File: config.mk
export PLATFORM = sky130hd
export DESIGN_NAME = seg7_scan_driver
export DESIGN_NICKNAME = d
export VERILOG_FILES = /design/src/rtl/seg7_scan_driver_pkg.sv /design/src/rtl/seg7_scan_driver_refresh_prescaler.sv /design/src/rtl/seg7_scan_driver.sv
export SDC_FILE = /design/constraint.sdc
export NUM_CORES = 1
export LEC_CHECK = 0
export ABC_AREA = 1
export CAP_MARGIN = 20
export CELL_PAD_IN_SITES_DETAIL_PLACEMENT = 1
export CELL_PAD_IN_SITES_GLOBAL_PLACEMENT = 1
export CORE_MARGIN = 5
export CORE_UTILIZATION = 30
export DETAILED_ROUTE_END_ITERATION = 7
export GPL_ROUTABILITY_DRIVEN = 0
export PLACE_DENSITY_LB_ADDON = 0.1
export REMOVE_ABC_BUFFERS = 1
export SLEW_MARGIN = 20
export SYNTH_ARGS = -nofsm -noshare
export SYNTH_HDL_FRONTEND = slang
export SYNTH_SLANG_ARGS = --single-unit
File: constraint.sdc
create_clock -name CLK -period 2.5 [get_ports CLK]
set_clock_uncertainty 0.2 [all_clocks]
set_input_delay 0.5 -clock CLK [delete_from_list [all_inputs] [get_ports CLK]]
set_output_delay 0.5 -clock CLK [all_outputs]
set_load 0.01 [all_outputs]
File: src/rtl/seg7_scan_driver_pkg.sv
// Shared constants and buffer type for the four-digit multiplexed seven-segment scanner.
package seg7_scan_driver_pkg;

   localparam int NUM_DIGITS          = 4;
   localparam int DIGIT_IDX_W         = 2;
   localparam int CODE_W              = 4;
   localparam int VALUE_W             = NUM_DIGITS * CODE_W;
   localparam int REFRESH_DIV_DEFAULT = 50000;

   // One displayable frame: four codes plus one decimal point per digit.
   typedef struct packed {
      logic [VALUE_W-1:0]    value;
      logic [NUM_DIGITS-1:0] dots;
   } disp_buf_t;

endpackage

File: src/rtl/seg7_scan_driver_refresh_prescaler.sv
// Free-running divider; TICK_OUT marks the last cycle of every DIV-cycle digit slot.
module refresh_prescaler
   import seg7_scan_driver_pkg::*;
#(
   parameter int DIV = REFRESH_DIV_DEFAULT
) (
   input  logic CLK,
   input  logic RESET,
   output logic TICK_OUT
);

   localparam int              CNT_W = $clog2(DIV);
   localparam logic [CNT_W-1:0] LAST = CNT_W'(DIV - 1);

   logic [CNT_W-1:0] count;

   always_ff @(posedge CLK) begin
      if (RESET) begin
         count <= '0;
      end else if (count == LAST) begin
         count <= '0;
      end else begin
         count <= count + CNT_W'(1);
      end
   end

   assign TICK_OUT = (count == LAST);

endmodule

File: src/rtl/seg7_scan_driver.sv
// Scans four digits round-robin; new values are double-buffered and only swapped in at a frame boundary.
module seg7_scan_driver
   import seg7_scan_driver_pkg::*;
#(
   parameter int REFRESH_DIV = REFRESH_DIV_DEFAULT
) (
   input  logic                   CLK,
   input  logic                   RESET,
   input  logic [VALUE_W-1:0]     VALUE_IN,
   input  logic [NUM_DIGITS-1:0]  DOT_MASK_IN,
   input  logic                   LOAD_IN,
   output logic [DIGIT_IDX_W-1:0] SEG_SELECT_OUT,
   output logic [CODE_W-1:0]      BIN_OUT,
   output logic                   DOT_OUT,
   output logic                   PENDING_OUT,
   output logic                   FRAME_TICK_OUT
);

   localparam logic [DIGIT_IDX_W-1:0] LAST_IDX = DIGIT_IDX_W'(NUM_DIGITS - 1);

   logic                   slot_tick;
   logic                   wrap;
   logic                   commit;
   logic [DIGIT_IDX_W-1:0] digit_idx;
   logic                   pending;
   logic                   frame_tick;
   disp_buf_t              active_buf;
   disp_buf_t              pending_buf;

   refresh_prescaler #(.DIV(REFRESH_DIV)) u_prescaler (
      .CLK      (CLK),
      .RESET    (RESET),
      .TICK_OUT (slot_tick)
   );

   assign wrap   = slot_tick && (digit_idx == LAST_IDX);
   assign commit = wrap && pending;

   always_ff @(posedge CLK) begin
      if (RESET) begin
         digit_idx  <= '0;
         frame_tick <= 1'b0;
      end else begin
         if (slot_tick) begin
            digit_idx <= digit_idx + DIGIT_IDX_W'(1);
         end
         frame_tick <= wrap;
      end
   end

   // A load on the commit edge still lets the older pending frame through; the new one stays pending.
   always_ff @(posedge CLK) begin
      if (RESET) begin
         active_buf  <= '0;
         pending_buf <= '0;
         pending     <= 1'b0;
      end else begin
         if (commit) begin
            active_buf <= pending_buf;
         end
         if (LOAD_IN) begin
            pending_buf.value <= VALUE_IN;
            pending_buf.dots  <= DOT_MASK_IN;
            pending           <= 1'b1;
         end else if (commit) begin
            pending <= 1'b0;
         end
      end
   end

   assign SEG_SELECT_OUT = digit_idx;
   assign BIN_OUT        = active_buf.value[digit_idx*CODE_W +: CODE_W];
   assign DOT_OUT        = active_buf.dots[digit_idx];
   assign PENDING_OUT    = pending;
   assign FRAME_TICK_OUT = frame_tick;

endmodule

[Word level (Yosys, flattened, before mapping)]
Cells that the tools add are included.
Storage, ports and cells
  word-level logic and storage cells: 22
  output and inout bits: 9
  bits of input ports: 23
  register bits: 60
Operators by class
  muxes and demuxes: 4
  $add $sub $neg: 2
  reduce and logical (&&, ||, !) cells: 4
  order comparisons: 1
  equal/unequal tests: 2
  shifts and indexed selects: 1
Operator list (count)
  $add 16x1->16 const B: 1
  $eq 16x16->1 const B: 1
  $shiftx 16x5->4: 1
  $lt 2x3->1 const B: 1
  $mux 1: 3
  $add 2x1->2 const B: 1
  $bmux 1 s2: 1
  $eq 2x2->1 const B: 1
  $logic_and 1x1->1: 2
  $reduce_bool 2->1: 1
  $reduce_or 2->1: 1

[Logic depth before layout (Yosys ltp)]
  depth after elaboration: 5
  depth in mapped cells: 9
  mapped depth without buffers: 8

[Hierarchy]
A second synthesis with hierarchy kept.
Unflattened totals
  cells, all modules: 399
  area total of the unflattened synthesis: 2670.1 µm²
Modules (own cells, without submodules)
  seg7_scan_driver: times used 1, cells each 269, sequential area each 880.8 µm², area each 1810.5 µm²
  refresh_prescaler: times used 1, cells each 130, sequential area each 320.3 µm², area each 859.6 µm²

[Worst setup path before layout]
No wires, ideal clock.
  kind: register -> output
  start point: register digit_idx[0] (netlist: SEG_SELECT_OUT[0])
  end point: output BIN_OUT[0]
  arrival: 1.002 ns
  required time: 1.800 ns
  buffers on the path: 1
  setup slack: 0.798 ns
  cell stages (with the launch flop): 4
  cells stage by stage: dfxtp_1 clkbuf_1 o21ai_0 o22ai_1
On the way
  word-level cells in the longest chain between the ends: 1
RTL lines
  from (decl): line seg7_scan_driver.sv:24  | logic [DIGIT_IDX_W-1:0] digit_idx;
  from (signal assigned): line seg7_scan_driver.sv:45  | digit_idx <= digit_idx + DIGIT_IDX_W'(1);
  $shiftx 16x5->4: line seg7_scan_driver.sv:72  | assign BIN_OUT = active_buf.value[digit_idx*CODE_W +: CODE_W];
  to (decl): line seg7_scan_driver.sv:13  | output logic [CODE_W-1:0] BIN_OUT,
Every way passes these cells.

[Worst setup path after layout]
Ends and elaborated chain as after synthesis.

==> results.ini <==
[cts]
clk_pin_slew_ns = 0.07
cts_made_buffers = 9
cts-root-buf = clkbuf_8
worstSkewPairLatency_ns = 0.34
htree_levels = 3
cts.sinks = 60
clockBufferDepth = 2
cts_tree = built

[floorplanning]
die_x_um = 104
rows = 34
ioPinCount = 32
die-height_um = 104
coreArea_um2 = 8720
initial_core_util_pct = 30.7
die_area_um2 = 10900

[synthesis]
ys_types = 26
yosysSeqAreaShare_pct = 44.9
synthSimpleGateAreaFrac_pct = 28.4
synthCells = 362
synthAdderAreaFrac_pct = 0.936
synth_compound_area_share_pct = 12.4
synth_top_family_by_area = simple AND/OR/NAND/NOR gates
synth-seq-cells = 60
ys_warn_count = 0
synth.cell_area_um2 = 2670
synthMuxAreaShare_pct = 0
synth_xor_area_share_pct = 3.28
synth_area_per_cell_um2 = 7.39

[final_layout]
seq_area_um2 = 1200
drive_gt1_share_pct = 9.57
synthToLayoutAreaGrowth_pct = 23.3
multi_input_comb_area_um2 = 1200
nets = 417
nFillCells = 1084
diodes = 0

[critical_path]
path_buf_inv = 2
path_max_fanout = 11
slowest_stage = clkdlybuf4s50_1
crit_family = buffers and inverters
startpoint_type = register
required_ns = 1.80
critPathArrivalTime_ns = 1.69
critical_path.max_stage_delay_ns = 0.56
cp-end-kind = primary output
path_cells = inv_2 > o21ai_0 > o22ai_1 > clkdlybuf4s50_1
critical_path_class = register to primary output

[grt]
use_met3_pct = 5.09
track_usage_pct = 13.1
busiest_layer = met2
globalRouteOverflowTotal = 0
grt_use_met1_pct = 15.2
grt_pass1_wl_um = 11700
antenna_found_initial = 0
grt_max_degree = 42
use_met2_pct = 22.3
grt_pass1_vias = 2482

[placed_design]
hpwlAfterDp_um = 4590
pre_cts_ws_ns = 0.291
portBuffers = 31

[hold_path]
min_path_type = register to register

[route]
wirelength_um = 6690
viasPerCell = 4.67
avgRoutedWirePerCell_um = 13.2
dr_total_vias = 2358
post-route-drc-count = 0
initialDrtViolationCount = 65
drtPass1Iterations = 4
drtAntennaViolNets = 0

[timing]
setup_viol = 0
rsz0062_at_grt = false
setup_tns_ns = 0
hold_viol_final = 0
fin_crit_ns = 2.39
fmax_ghz = 0.419
slew_headroom_pct = 69.1
layout_setup_ws_ns = 0.112
drv_slew = 0
tightest_slew_ns = 0.463
fin_crit_sh_pct = 95.5

[run_status]
outcome = complete, no violations

[pwr]
leakagePower_uw = 0.00132
ir_worst_vdd_uv = 261
p_per_area_nw_per_um2 = 634

[run]
maxCapViolations = 0

-- per-stage QoR --
stage                     hold WS [ns]  instances  cell area (um^2)  util, %  power [uW]
after global placement           0.235        489              3070     35.2        1140
final                            0.251        505              3300     37.8        2090
after floorplan                  0.218        343              2560        -        1080
after detailed placement         0.242        489              3070     35.2        1150
after CTS                        0.257        505              3290     37.7        2140
after global routing             0.274        505              3300     37.8        2200
-- cells in the mapped netlist --
library cell   n  area, um^2
xor2_1         8        70.1
o22ai_1        5        31.3
buf_4          1        7.51
nor2_1        74         278
ha_1           2        25.0
xnor2_1        2        17.5
nor2_4         2        22.5
buf_2          5        25.0
nor3_1         6        30.0
o21ai_2        1        8.76
clkbuf_4       1        7.51
inv_1         41         154
o21ai_0       30         150
o21ai_4        1        16.3
nand3_1        7        35.0
a21oi_1       25         125
nand2_1       45         169
nand2_2        2        12.5
nand3_2        2        20.0
dfxtp_1       60        1200
clkbuf_1       8        30.0
nor3_2         1        10.0
buf_6          4        45.0
nand4_1       24         150
nor2_2         4        25.0
nor3b_1        1        7.51
-- worst register-to-register path: cells and delay by family, from the launching register on --
kind | cells | cell delay, ns
adders and majority gates | 1 | 0.21
buffers and inverters | 2 | 0.42
DFF | 1 | 0.35
and+or+nand+nor | 6 | 0.65
-- final cells by class --
type	instances	share of cell area [%]
Multi-Input combinational cell	242	36.5
Inverter	41	4.67
Timing Repair Buffer	38	11.6
Clock buffer	12	4.40
Clock inverter	4	2.20
Tap cell	108	4.10
Sequential cell	60	36.5
-- power breakdown --
part / internal (uW) / switching, uW
sequential: 983 / 8.65
combinational: 60.8 / 67.2
clock: 587 / 383
total: 1630 / 459
-- cells by family (layout without fill, tap and decap cells) --
logic type	after synthesis	in the layout
buffers and inverters	60	95
AO/OA/AOI/OAI	62	62
AND/OR/NAND/NOR	168	168
flip-flops	60	60
adder cells (fa/ha/maj)	2	2
XOR/XNOR	10	10
-- cell usage in the layout (no fill, tap or decap), types with 2 or more instances in the layout --
master / count
o22ai_1: 5
nand2_2: 2
o21ai_0: 30
dfxtp_2: 2
ha_1: 2
xor2_1: 8
nor3_1: 6
a21oi_1: 25
nand3_1: 7
clkdlybuf4s50_1: 27
xnor2_1: 2
nor2_4: 2
nand4_1: 24
clkbuf_1: 2
nor2_2: 4
nand2_1: 45
nand3_2: 2
inv_2: 2
dlymetal6s2s_1: 3
clkbuf_8: 10
inv_1: 39
buf_4: 6
bufinv_16: 2
dfxtp_1: 58
nor2_1: 74
-- per-layer routing --
layer / share of wire, % / up-vias
met2: 50 / 27
met4: 1.3 / 0
met1: 45 / 1091
met3: 3.8 / 9
li1: - / 1231
met5: 0 / -
-- path summary, 6_finish.rpt --
kind	startpoint	to	slack, ns	depth (start not counted)
max reg2reg	u_prescaler.count[0]$_SDFF_PP0_	active_buf[6]$_SDFFE_PP0P_	0.59	9
min reg2reg	u_prescaler.count[0]$_SDFF_PP0_	u_prescaler.count[0]$_SDFF_PP0_	0.25	1
max	SEG_SELECT_OUT[0]$_SDFFE_PP0P_	BIN_OUT[0]	0.11	4
min	u_prescaler.count[0]$_SDFF_PP0_	u_prescaler.count[0]$_SDFF_PP0_	0.25	1
-- timing repair --
action | 4_1_cts | 5_1_grt
buffers inserted | 0 | 0
hold buffers | 0 | 0
gates resized for setup | 5 | 3
endpoints found under the setup margin | 5 | 3
-- registers in the layout, summed over array words and instances, names as in the netlist --
name,cells
u_prescaler.count,16
SEG_SELECT_OUT,2
pending_buf,20
active_buf,20
FRAME_TICK_OUT,1
PENDING_OUT,1
(Power assumes the default switching activity.)
